$ cat src/rtl/bit_morph_3x3_pkg.sv
// Shared constants for the 3x3 binary morphology block: pipeline depth,
// operation encodings and the pad value each operation uses outside the image.
`timescale 1ns/1ps
package bit_morph_3x3_pkg;

  localparam int PIPE_LATENCY = 3;

  typedef enum logic {
    MODE_ERODE  = 1'b0,
    MODE_DILATE = 1'b1
  } morph_mode_e;

  // Erosion pads with white so the border does not eat the image; dilation
  // pads with black so the border does not grow into it.
  localparam logic PAD_ERODE  = 1'b1;
  localparam logic PAD_DILATE = 1'b0;

  function automatic logic padFor(input morph_mode_e m);
    return (m == MODE_DILATE) ? PAD_DILATE : PAD_ERODE;
  endfunction

endpackage

$ cat src/rtl/bit_morph_3x3_line_buffer.sv
// Two 1-bit line buffers packed into one 2-bit wide memory indexed by column.
// Bit 0 holds the previous line, bit 1 the line before it. Each access reads
// the old entry and pushes the new pixel in, shifting bit 0 into bit 1.
`timescale 1ns/1ps
module bit_line_buffer #(
  parameter int DEPTH = 640,
  parameter int AW    = 10
) (
  input  logic          clk,
  input  logic          en_i,
  input  logic          we_i,
  input  logic [AW-1:0] addr_i,
  input  logic          pix_i,
  output logic [1:0]    rdData_o
);

  logic [1:0] mem [DEPTH];

  // Read-before-write access: the old column contents go out, the new pixel goes in.
  always_ff @(posedge clk) begin
    if (en_i) begin
      rdData_o <= mem[addr_i];
      if (we_i) begin
        mem[addr_i] <= {mem[addr_i][0], pix_i};
      end
    end
  end

endmodule

$ cat src/rtl/bit_morph_3x3.sv
// 3x3 binary erosion/dilation on a streamed image. Three registered stages:
// line-buffer read and pixel capture, window shift, and the AND/OR result.
`timescale 1ns/1ps
module bit_morph_3x3
  import bit_morph_3x3_pkg::*;
#(
  parameter int IMG_HDISP = 640,
  parameter int IMG_VDISP = 480
) (
  input  logic clk,
  input  logic rst_n,
  input  logic mode,
  input  logic per_frame_vsync,
  input  logic per_frame_href,
  input  logic per_frame_clken,
  input  logic per_img_bit,
  output logic post_frame_vsync,
  output logic post_frame_href,
  output logic post_frame_clken,
  output logic post_img_bit
);

  localparam int XW = (IMG_HDISP > 1) ? $clog2(IMG_HDISP) : 1;
  localparam int YW = (IMG_VDISP > 1) ? $clog2(IMG_VDISP) : 1;
  localparam logic [XW-1:0] X_LAST = XW'(IMG_HDISP - 1);
  localparam logic [YW-1:0] Y_LAST = YW'(IMG_VDISP - 1);

  logic              hrefPrev_q, vsPrev_q;
  logic              accept, hrefRise, hrefFall, vsRise;
  logic [XW-1:0]     xCnt_q, xCnt_d, xCur;
  logic              lineFull_q, lineFull_d, fullCur;
  logic [YW-1:0]     yCnt_q, yCnt_d;
  morph_mode_e       mode_q, mode_d;

  logic              acc1_q, rise1_q, pix1_q, row1Ok_q, row2Ok_q;
  logic [1:0]        rdData;
  logic              acc2_q;
  logic [2:0][2:0]   win_q, win_d;
  logic              padBit;
  logic [2:0]        newCol;
  logic              bit_q;

  logic [PIPE_LATENCY-1:0] vsPipe_q, hrefPipe_q, clkenPipe_q;

  // Edge detection and the current column address; a line start forces column 0
  // in the same cycle so the first pixel of a line lands at x=0.
  always_comb begin
    accept   = per_frame_href & per_frame_clken;
    hrefRise = per_frame_href & ~hrefPrev_q;
    hrefFall = ~per_frame_href & hrefPrev_q;
    vsRise   = per_frame_vsync & ~vsPrev_q;
    xCur     = hrefRise ? '0 : xCnt_q;
    fullCur  = hrefRise ? 1'b0 : lineFull_q;
  end

  // Column, row and mode next-state: x saturates and flags a full line so
  // surplus pixels never overwrite the last buffer entry.
  always_comb begin
    xCnt_d     = xCnt_q;
    lineFull_d = lineFull_q;
    yCnt_d     = yCnt_q;
    mode_d     = mode_q;
    if (hrefRise) begin
      xCnt_d     = '0;
      lineFull_d = 1'b0;
    end
    if (accept) begin
      if (xCur == X_LAST) lineFull_d = 1'b1;
      else                xCnt_d     = xCur + XW'(1);
    end
    if (vsRise) begin
      yCnt_d = '0;
      mode_d = morph_mode_e'(mode);
    end else if (hrefFall && (yCnt_q != Y_LAST)) begin
      yCnt_d = yCnt_q + YW'(1);
    end
  end

  // Counter, edge-history and sampled-mode registers.
  always_ff @(posedge clk or negedge rst_n) begin
    if (!rst_n) begin
      hrefPrev_q <= 1'b0;
      vsPrev_q   <= 1'b0;
      xCnt_q     <= '0;
      lineFull_q <= 1'b0;
      yCnt_q     <= '0;
      mode_q     <= MODE_ERODE;
    end else begin
      hrefPrev_q <= per_frame_href;
      vsPrev_q   <= per_frame_vsync;
      xCnt_q     <= xCnt_d;
      lineFull_q <= lineFull_d;
      yCnt_q     <= yCnt_d;
      mode_q     <= mode_d;
    end
  end

  bit_line_buffer #(
    .DEPTH (IMG_HDISP),
    .AW    (XW)
  ) u_lineBuf (
    .clk      (clk),
    .en_i     (accept),
    .we_i     (accept & ~fullCur),
    .addr_i   (xCur),
    .pix_i    (per_img_bit),
    .rdData_o (rdData)
  );

  // Capture stage: keeps the pixel and row validity aligned with the buffer read data.
  always_ff @(posedge clk or negedge rst_n) begin
    if (!rst_n) begin
      acc1_q   <= 1'b0;
      rise1_q  <= 1'b0;
      pix1_q   <= 1'b0;
      row1Ok_q <= 1'b0;
      row2Ok_q <= 1'b0;
    end else begin
      acc1_q   <= accept;
      rise1_q  <= hrefRise;
      pix1_q   <= per_img_bit;
      row1Ok_q <= (yCnt_q != '0);
      row2Ok_q <= (yCnt_q > YW'(1));
    end
  end

  // Window next-state: reload with pad at line start, then shift in the new
  // column with rows above the image replaced by pad.
  always_comb begin
    padBit = padFor(mode_q);
    newCol = {row2Ok_q ? rdData[1] : padBit,
              row1Ok_q ? rdData[0] : padBit,
              pix1_q};
    win_d  = win_q;
    if (rise1_q) win_d = {3{{3{padBit}}}};
    if (acc1_q)  win_d = {newCol, win_d[2], win_d[1]};
  end

  // Window register and the accept flag travelling with it.
  always_ff @(posedge clk or negedge rst_n) begin
    if (!rst_n) begin
      win_q  <= {3{{3{PAD_ERODE}}}};
      acc2_q <= 1'b0;
    end else begin
      win_q  <= win_d;
      acc2_q <= acc1_q;
    end
  end

  // Result register: only updated for real pixels, holds its value in between.
  always_ff @(posedge clk or negedge rst_n) begin
    if (!rst_n) begin
      bit_q <= 1'b0;
    end else if (acc2_q) begin
      bit_q <= (mode_q == MODE_DILATE) ? (|win_q) : (&win_q);
    end
  end

  // Sync signals delayed by the same depth as the data path.
  always_ff @(posedge clk or negedge rst_n) begin
    if (!rst_n) begin
      vsPipe_q    <= '0;
      hrefPipe_q  <= '0;
      clkenPipe_q <= '0;
    end else begin
      vsPipe_q    <= {vsPipe_q[PIPE_LATENCY-2:0], per_frame_vsync};
      hrefPipe_q  <= {hrefPipe_q[PIPE_LATENCY-2:0], per_frame_href};
      clkenPipe_q <= {clkenPipe_q[PIPE_LATENCY-2:0], per_frame_clken};
    end
  end

  assign post_frame_vsync = vsPipe_q[PIPE_LATENCY-1];
  assign post_frame_href  = hrefPipe_q[PIPE_LATENCY-1];
  assign post_frame_clken = clkenPipe_q[PIPE_LATENCY-1];
  assign post_img_bit     = bit_q;

endmodule

$ cat config.mk
export PLATFORM = sky130hd
export DESIGN_NAME = bit_morph_3x3
export DESIGN_NICKNAME = d
export VERILOG_FILES = /design/src/rtl/bit_morph_3x3_pkg.sv /design/src/rtl/bit_morph_3x3_line_buffer.sv /design/src/rtl/bit_morph_3x3.sv
export SDC_FILE = /design/constraint.sdc
export NUM_CORES = 2
export LEC_CHECK = 0
export ABC_AREA = 0
export CAP_MARGIN = 25
export CORE_ASPECT_RATIO = 0.8
export CORE_MARGIN = 8
export CORE_UTILIZATION = 40
export DETAILED_ROUTE_END_ITERATION = 7
export HOLD_SLACK_MARGIN = 0.08
export PLACE_DENSITY = 0.53
export SLEW_MARGIN = 0
export SYNTH_ARGS = -nofsm -noshare
export SYNTH_HDL_FRONTEND = slang
export SYNTH_SLANG_ARGS = --single-unit
$ cat constraint.sdc
create_clock -name clk -period 33.1 [get_ports clk]
set_input_delay 9.93 -clock clk [delete_from_list [all_inputs] [get_ports clk]]
set_output_delay 9.93 -clock clk [all_outputs]
set_load 0.05 [all_outputs]
-- Yosys cells after proc, flatten, opt, wreduce, memory -nomap -nowiden
Memories as Yosys holds them, arrays and structs flattened.
Index checks and enable logic that the tools add are counted.
- word-level logic and storage cells: 58
- bits in writable memories: 1280
- flip-flop bits (word level): 50
- input port bits: 7
- memories: 1
- reductions and logical operators: 6
- equality and inequality tests: 2
- multiplexer cells: 17
- order comparisons: 1
- add/subtract/negate cells: 2
- bitwise operators: 9
- memory list (name ; depth ; width ; rd ports ; clocked after Yosys merged registers in ; wr ports ; line ; text):
    u_lineBuf.mem ; 640 ; 2 ; 1 ; 0 ; 1 ; bit_morph_3x3_line_buffer.sv:17 ; logic [1:0] mem [DEPTH];
- operators with widths (operator ; number):
    9-bit two-way mux ; 4
    10-bit two-way mux ; 3
    10-bit by 1-bit adder with 10-bit output (second input constant) ; 1
    10-bit == test (second input constant) ; 1
    1-bit two-way mux ; 10
    9-bit by 1-bit adder with 9-bit output (second input constant) ; 1
    9-bit by 1-bit greater-than comparator with 1-bit output (second input constant) ; 1
    9-bit inequality test (second input constant) ; 1
    9-bit AND reduction ; 1
    9-bit nonzero test ; 1
    9-bit OR reduction ; 1
    1-bit AND ; 5
    1-bit inverter ; 4
    2-bit nonzero test ; 2
    1-bit logical AND ; 1

-- Depth between registers and ports, before layout
- word-level depth: 8
- mapped depth: 16
- mapped depth without buffers: 11

-- Modules after synthesis
Synthesis repeated with hierarchy kept, for this count alone.
- cell total of the unflattened synthesis: 3570
- area total of the unflattened synthesis: 54358.4 sq um
- modules (own cells, without submodules) (module ; cells an instance ; instances ; seq. area each (sq um) ; area each (sq um)):
    bit_line_buffer ; 3377 ; 1 ; 38496.9 ; 52278.9
    bit_morph_3x3 ; 193 ; 1 ; 1162.4 ; 2079.5

-- Worst setup path after synthesis
No wires, ideal clock.
- path type: input port to flip-flop
- from: input per_frame_href
- to: memory u_lineBuf.mem[0][1] (data pin)
- required time: 29.077 ns
- buffers on the path: 4
- slack: -1.634 ns
- setup time: 4.023 ns
- stages: 13
- data arrival time: 30.710 ns
- cell sequence: nand2b_4 inv_4 buf_6 buf_2 nor3_1 clkbuf_1 clkbuf_1 o21ai_0 o22ai_1 nand2_1 nand4_1 o41ai_1 a31oi_1
- cells in the longest elaborated chain, start to end: 3
- ends and longest elaborated chain (item ; line ; text):
    start: declaration ; bit_morph_3x3.sv:14 ; input logic per_frame_href,
    1-bit AND ; bit_morph_3x3.sv:49 ; hrefRise = per_frame_href & ~hrefPrev_q;
    10-bit two-way mux ; bit_morph_3x3.sv:52 ; xCur = hrefRise ? '0 : xCnt_q;
    memory read 640 x 2 bit ; n/a ;
    end: declaration ; bit_morph_3x3_line_buffer.sv:17 ;
No other way between the ends.

-- Final worst setup path
- from: input per_frame_href
- to: memory u_lineBuf.mem[444][1] (data pin)
Same word-level chain as after synthesis.

==> results_dict.tcl <==
set metrics [dict create \
    status "finished, final reports clean" \
    clk_pin_slew_ns 0.06 \
    cts_tree "yes" \
    wl_met1_um 82200 \
    core_mm2 0.136 \
    timing.final.hold_violations 0 \
    synth.ff_latch_count 1328 \
    criticalPathCategory "in -> reg" \
    crit_path_start_kind "input port" \
    layout-drive-gt1-share 0.126 \
    ctsRootBufferMaster "clkbuf_16" \
    ys_types 77 \
    gp_congestion 0.869 \
    vias 36444 \
    startpoint "per_frame_href" \
    path_max_fanout 229 \
    grt_pass1_vias 34563 \
    critPathCaptureType "register" \
    fp.dieH_um 348 \
    max_slew_margin 0.214 \
    final_nets 3989 \
    ys_async_sr_fraction 0.0346 \
    yosys.area.top_type "edfxtp_1" \
    cts_max_path_buffers 3 \
    skew_ns 0.0440 \
    syn_to_final_growth_pct 12.2 \
    synthCells 4004 \
    fp.dieArea_mm2 0.150 \
    grt_max_degree 240 \
    num-fill-cells 12267 \
    pin_count 11 \
    route.detailed.drc 0 \
    seqCellArea_mm2 0.0397 \
    overflow 0 \
    power.total_uw 4100 \
    wl_met3_um 22400 \
    multi_input_area_mm2 0.0140 \
    yosys_warnings 0 \
    io_buffers 10 \
    route.top_layer_used "met5" \
    finish.utilization 0.453 \
    slew_violations 0 \
    grt_pass1_wl_um 269000 \
    synth_area_leaders "edfxtp_1, nor2_1, mux2i_1" \
    worstMarginPinSlew_ns 1.18 \
    finalSetupViolCount 0 \
    synth.avg_cell_area_um2 13.8 \
    drtAntennaViolNets 0 \
    hold_buffers 0 \
    powerDensity_mw_per_mm2 66.3 \
    dr.pass1.iters 6 \
    numCtsBuffers 136 \
    via_per_inst 6.14 \
    drt_iter0_drc 5391 \
    critPathRequiredTime_ns 33.53 \
    cap_violations 0 \
    hold_start "vsPipe_q[1]$_DFF_PN0_" \
    synth_seq_area_share 0.720 \
    dp_hpwl_um 113000 \
    die_x_um 431 \
    antenna_found_initial 6 \
    synth_edf_count 1282 \
    clk_latency_ns 0.79 \
    routed_wl_um 193000 \
    post_drt_wl_per_cell_um 32.5 \
    placementRows 121 \
    fin_tns_setup_ns 0 \
    crit_arrival_ns 16.58 \
    p_leak_uw 0.0192 \
    min_period_ns 16.15 \
    clock_sinks 1328 \
    grt_use_total 0.250 \
    start_util 0.404 \
    met2WireLength_um 81500 \
    holdWs_ns 0.347 \
    synth_ff_type "edfxtp_1" \
    vdd_drop_max_mv 0.0599 \
    hp-class "reg -> reg" \
    max_freq_mhz 61.9 \
    syn_nets 4018 \
    fin_crit_sh 0.488 \
    post_cts.repair.setup_buffers 0 \
    rsz0062_at_grt "false" \
    htreeDepth 4 \
    ctsResizeCount 0 \
    rr_startpoint "hrefPipe_q[0]$_DFF_PN0_" \
    synth_top_area_frac 0.699 \
    netlist_area_mm2 0.0551 \
]
-- report_power, final --
group	total [uW]	switching, uW	internal [uW]
Combinational	623	462	161
Clock	1510	662	851
Sequential	1960	11.8	1950
Total	4100	1140	2960
-- path summary, 6_finish.rpt --
path / to / cells after the start / slack, ns
worst max-delay path: u_lineBuf.mem[444][1]$_DFFE_PP_ / 17 / 16.95
worst min-delay path: vsPipe_q[2]$_DFF_PN0_ / 0 / 0.35
worst max register to register: u_lineBuf.mem[444][1]$_DFFE_PP_ / 16 / 26.21
worst min register to register: vsPipe_q[2]$_DFF_PN0_ / 0 / 0.35
max in group asynchronous: xCnt_q[2]$_DFF_PN0_ / 2 / 23.22
min in group asynchronous: hrefPipe_q[2]$_DFF_PN0_ / 2 / 9.31
-- Yosys cell counts (9+ instances only) --
cell / n
a211oi_1: 55
nor4_1: 15
nand4_1: 16
buf_2: 102
o211ai_1: 11
o21ai_0: 120
edfxtp_1: 1282
inv_1: 12
a311oi_1: 16
and2_1: 13
nand2_1: 303
dfrtp_1: 37
nand2b_1: 9
a31oi_1: 51
clkbuf_1: 180
mux2i_1: 202
o221ai_1: 65
a22oi_1: 25
mux2_2: 85
nor3_1: 20
mux4_2: 30
buf_1: 16
dfstp_2: 9
a21oi_1: 172
o22ai_1: 125
nor2_1: 761
nand3_1: 60
nor2b_1: 30
a221oi_1: 10
and3_1: 13
buf_4: 22
-- logic make-up after synthesis --
| logic type | count (synthesis) | share of synthesized area |
|---|---|---|
| AOI/OAI and AO/OA | 739 | 0.0880 |
| xor gates and xnor gates | 13 | 0.00207 |
| adders and majority gates | 7 | 0.00159 |
| buffers and inverters | 339 | 0.0274 |
| DFF | 1328 | 0.720 |
| muxes | 318 | 0.0669 |
| and+or+nand+nor | 1260 | 0.0938 |
-- worst max-delay path, stage by stage --
cell             delay (ns)
clkdlybuf4s50_1        0.56
nand2b_4               0.33
inv_4                  0.42
nor2_8                 0.06
inv_8                  0.36
buf_4                  0.74
buf_4                  0.76
mux2i_1                0.28
o22ai_1                0.10
a211o_1                0.24
o41a_1                 0.40
or4_1                  0.65
a21oi_1                0.31
a31oi_4                0.15
buf_12                 0.36
buf_4                  0.38
buf_16                 0.23
-- per-layer routing --
metal / vias to the layer above / track usage
met1: 18717 / 0.365
met3: 363 / 0.0698
met4: 2 / 0.0890
li1: 15137 / -
met2: 2225 / 0.355
met5: - / 0
-- state kept, by name, indices dropped and copies added, names as in the netlist --
register	flops
yCnt_q	9
acc1_q	1
post_img_bit	1
xCnt_q	10
vsPipe_q	3
lineFull_q	1
u_lineBuf.rdData_o	2
win_q	9
u_lineBuf.mem	1280
row2Ok_q	1
hrefPipe_q	3
pix1_q	1
clkenPipe_q	3
rise1_q	1
acc2_q	1
row1Ok_q	1
mode_q	1
-- final cells by class --
type	count	share of cell area
clock inverters	77	0.0103
flip-flops and latches	1328	0.642
multi-input cells	2337	0.227
inverters	16	0.00126
repair buffers	156	0.0222
clock buffers	170	0.0589
diodes	8	0.000324
well taps	1845	0.0374
-- placed cells by master (no fill, tap or decap), drive strengths merged, types with 20 or more instances in the layout --
cell type	n
a211oi	55
nand3	60
nand2	303
nor3	20
o21ai	120
clkinv	58
buf	147
mux2	85
edfxtp	1282
a21oi	173
dfrtp	37
inv	25
o221ai	66
mux4	31
nor2	763
a31oi	51
o22ai	125
nor2b	30
mux2i	202
clkbuf	171
a22oi	25
-- through the flow --
stage | instances | setup slack (ns) | cell area, um^2
final | 5937 | 16.95 | 61800
after global routing | 5930 | 16.81 | 61700
after CTS | 5924 | 16.91 | 61600
after detailed placement | 5677 | 16.10 | 57400
after global placement | 5671 | 16.18 | 57200
after floorplan | 4004 | 8.41 | 55100
(Power assumes the default switching activity.)
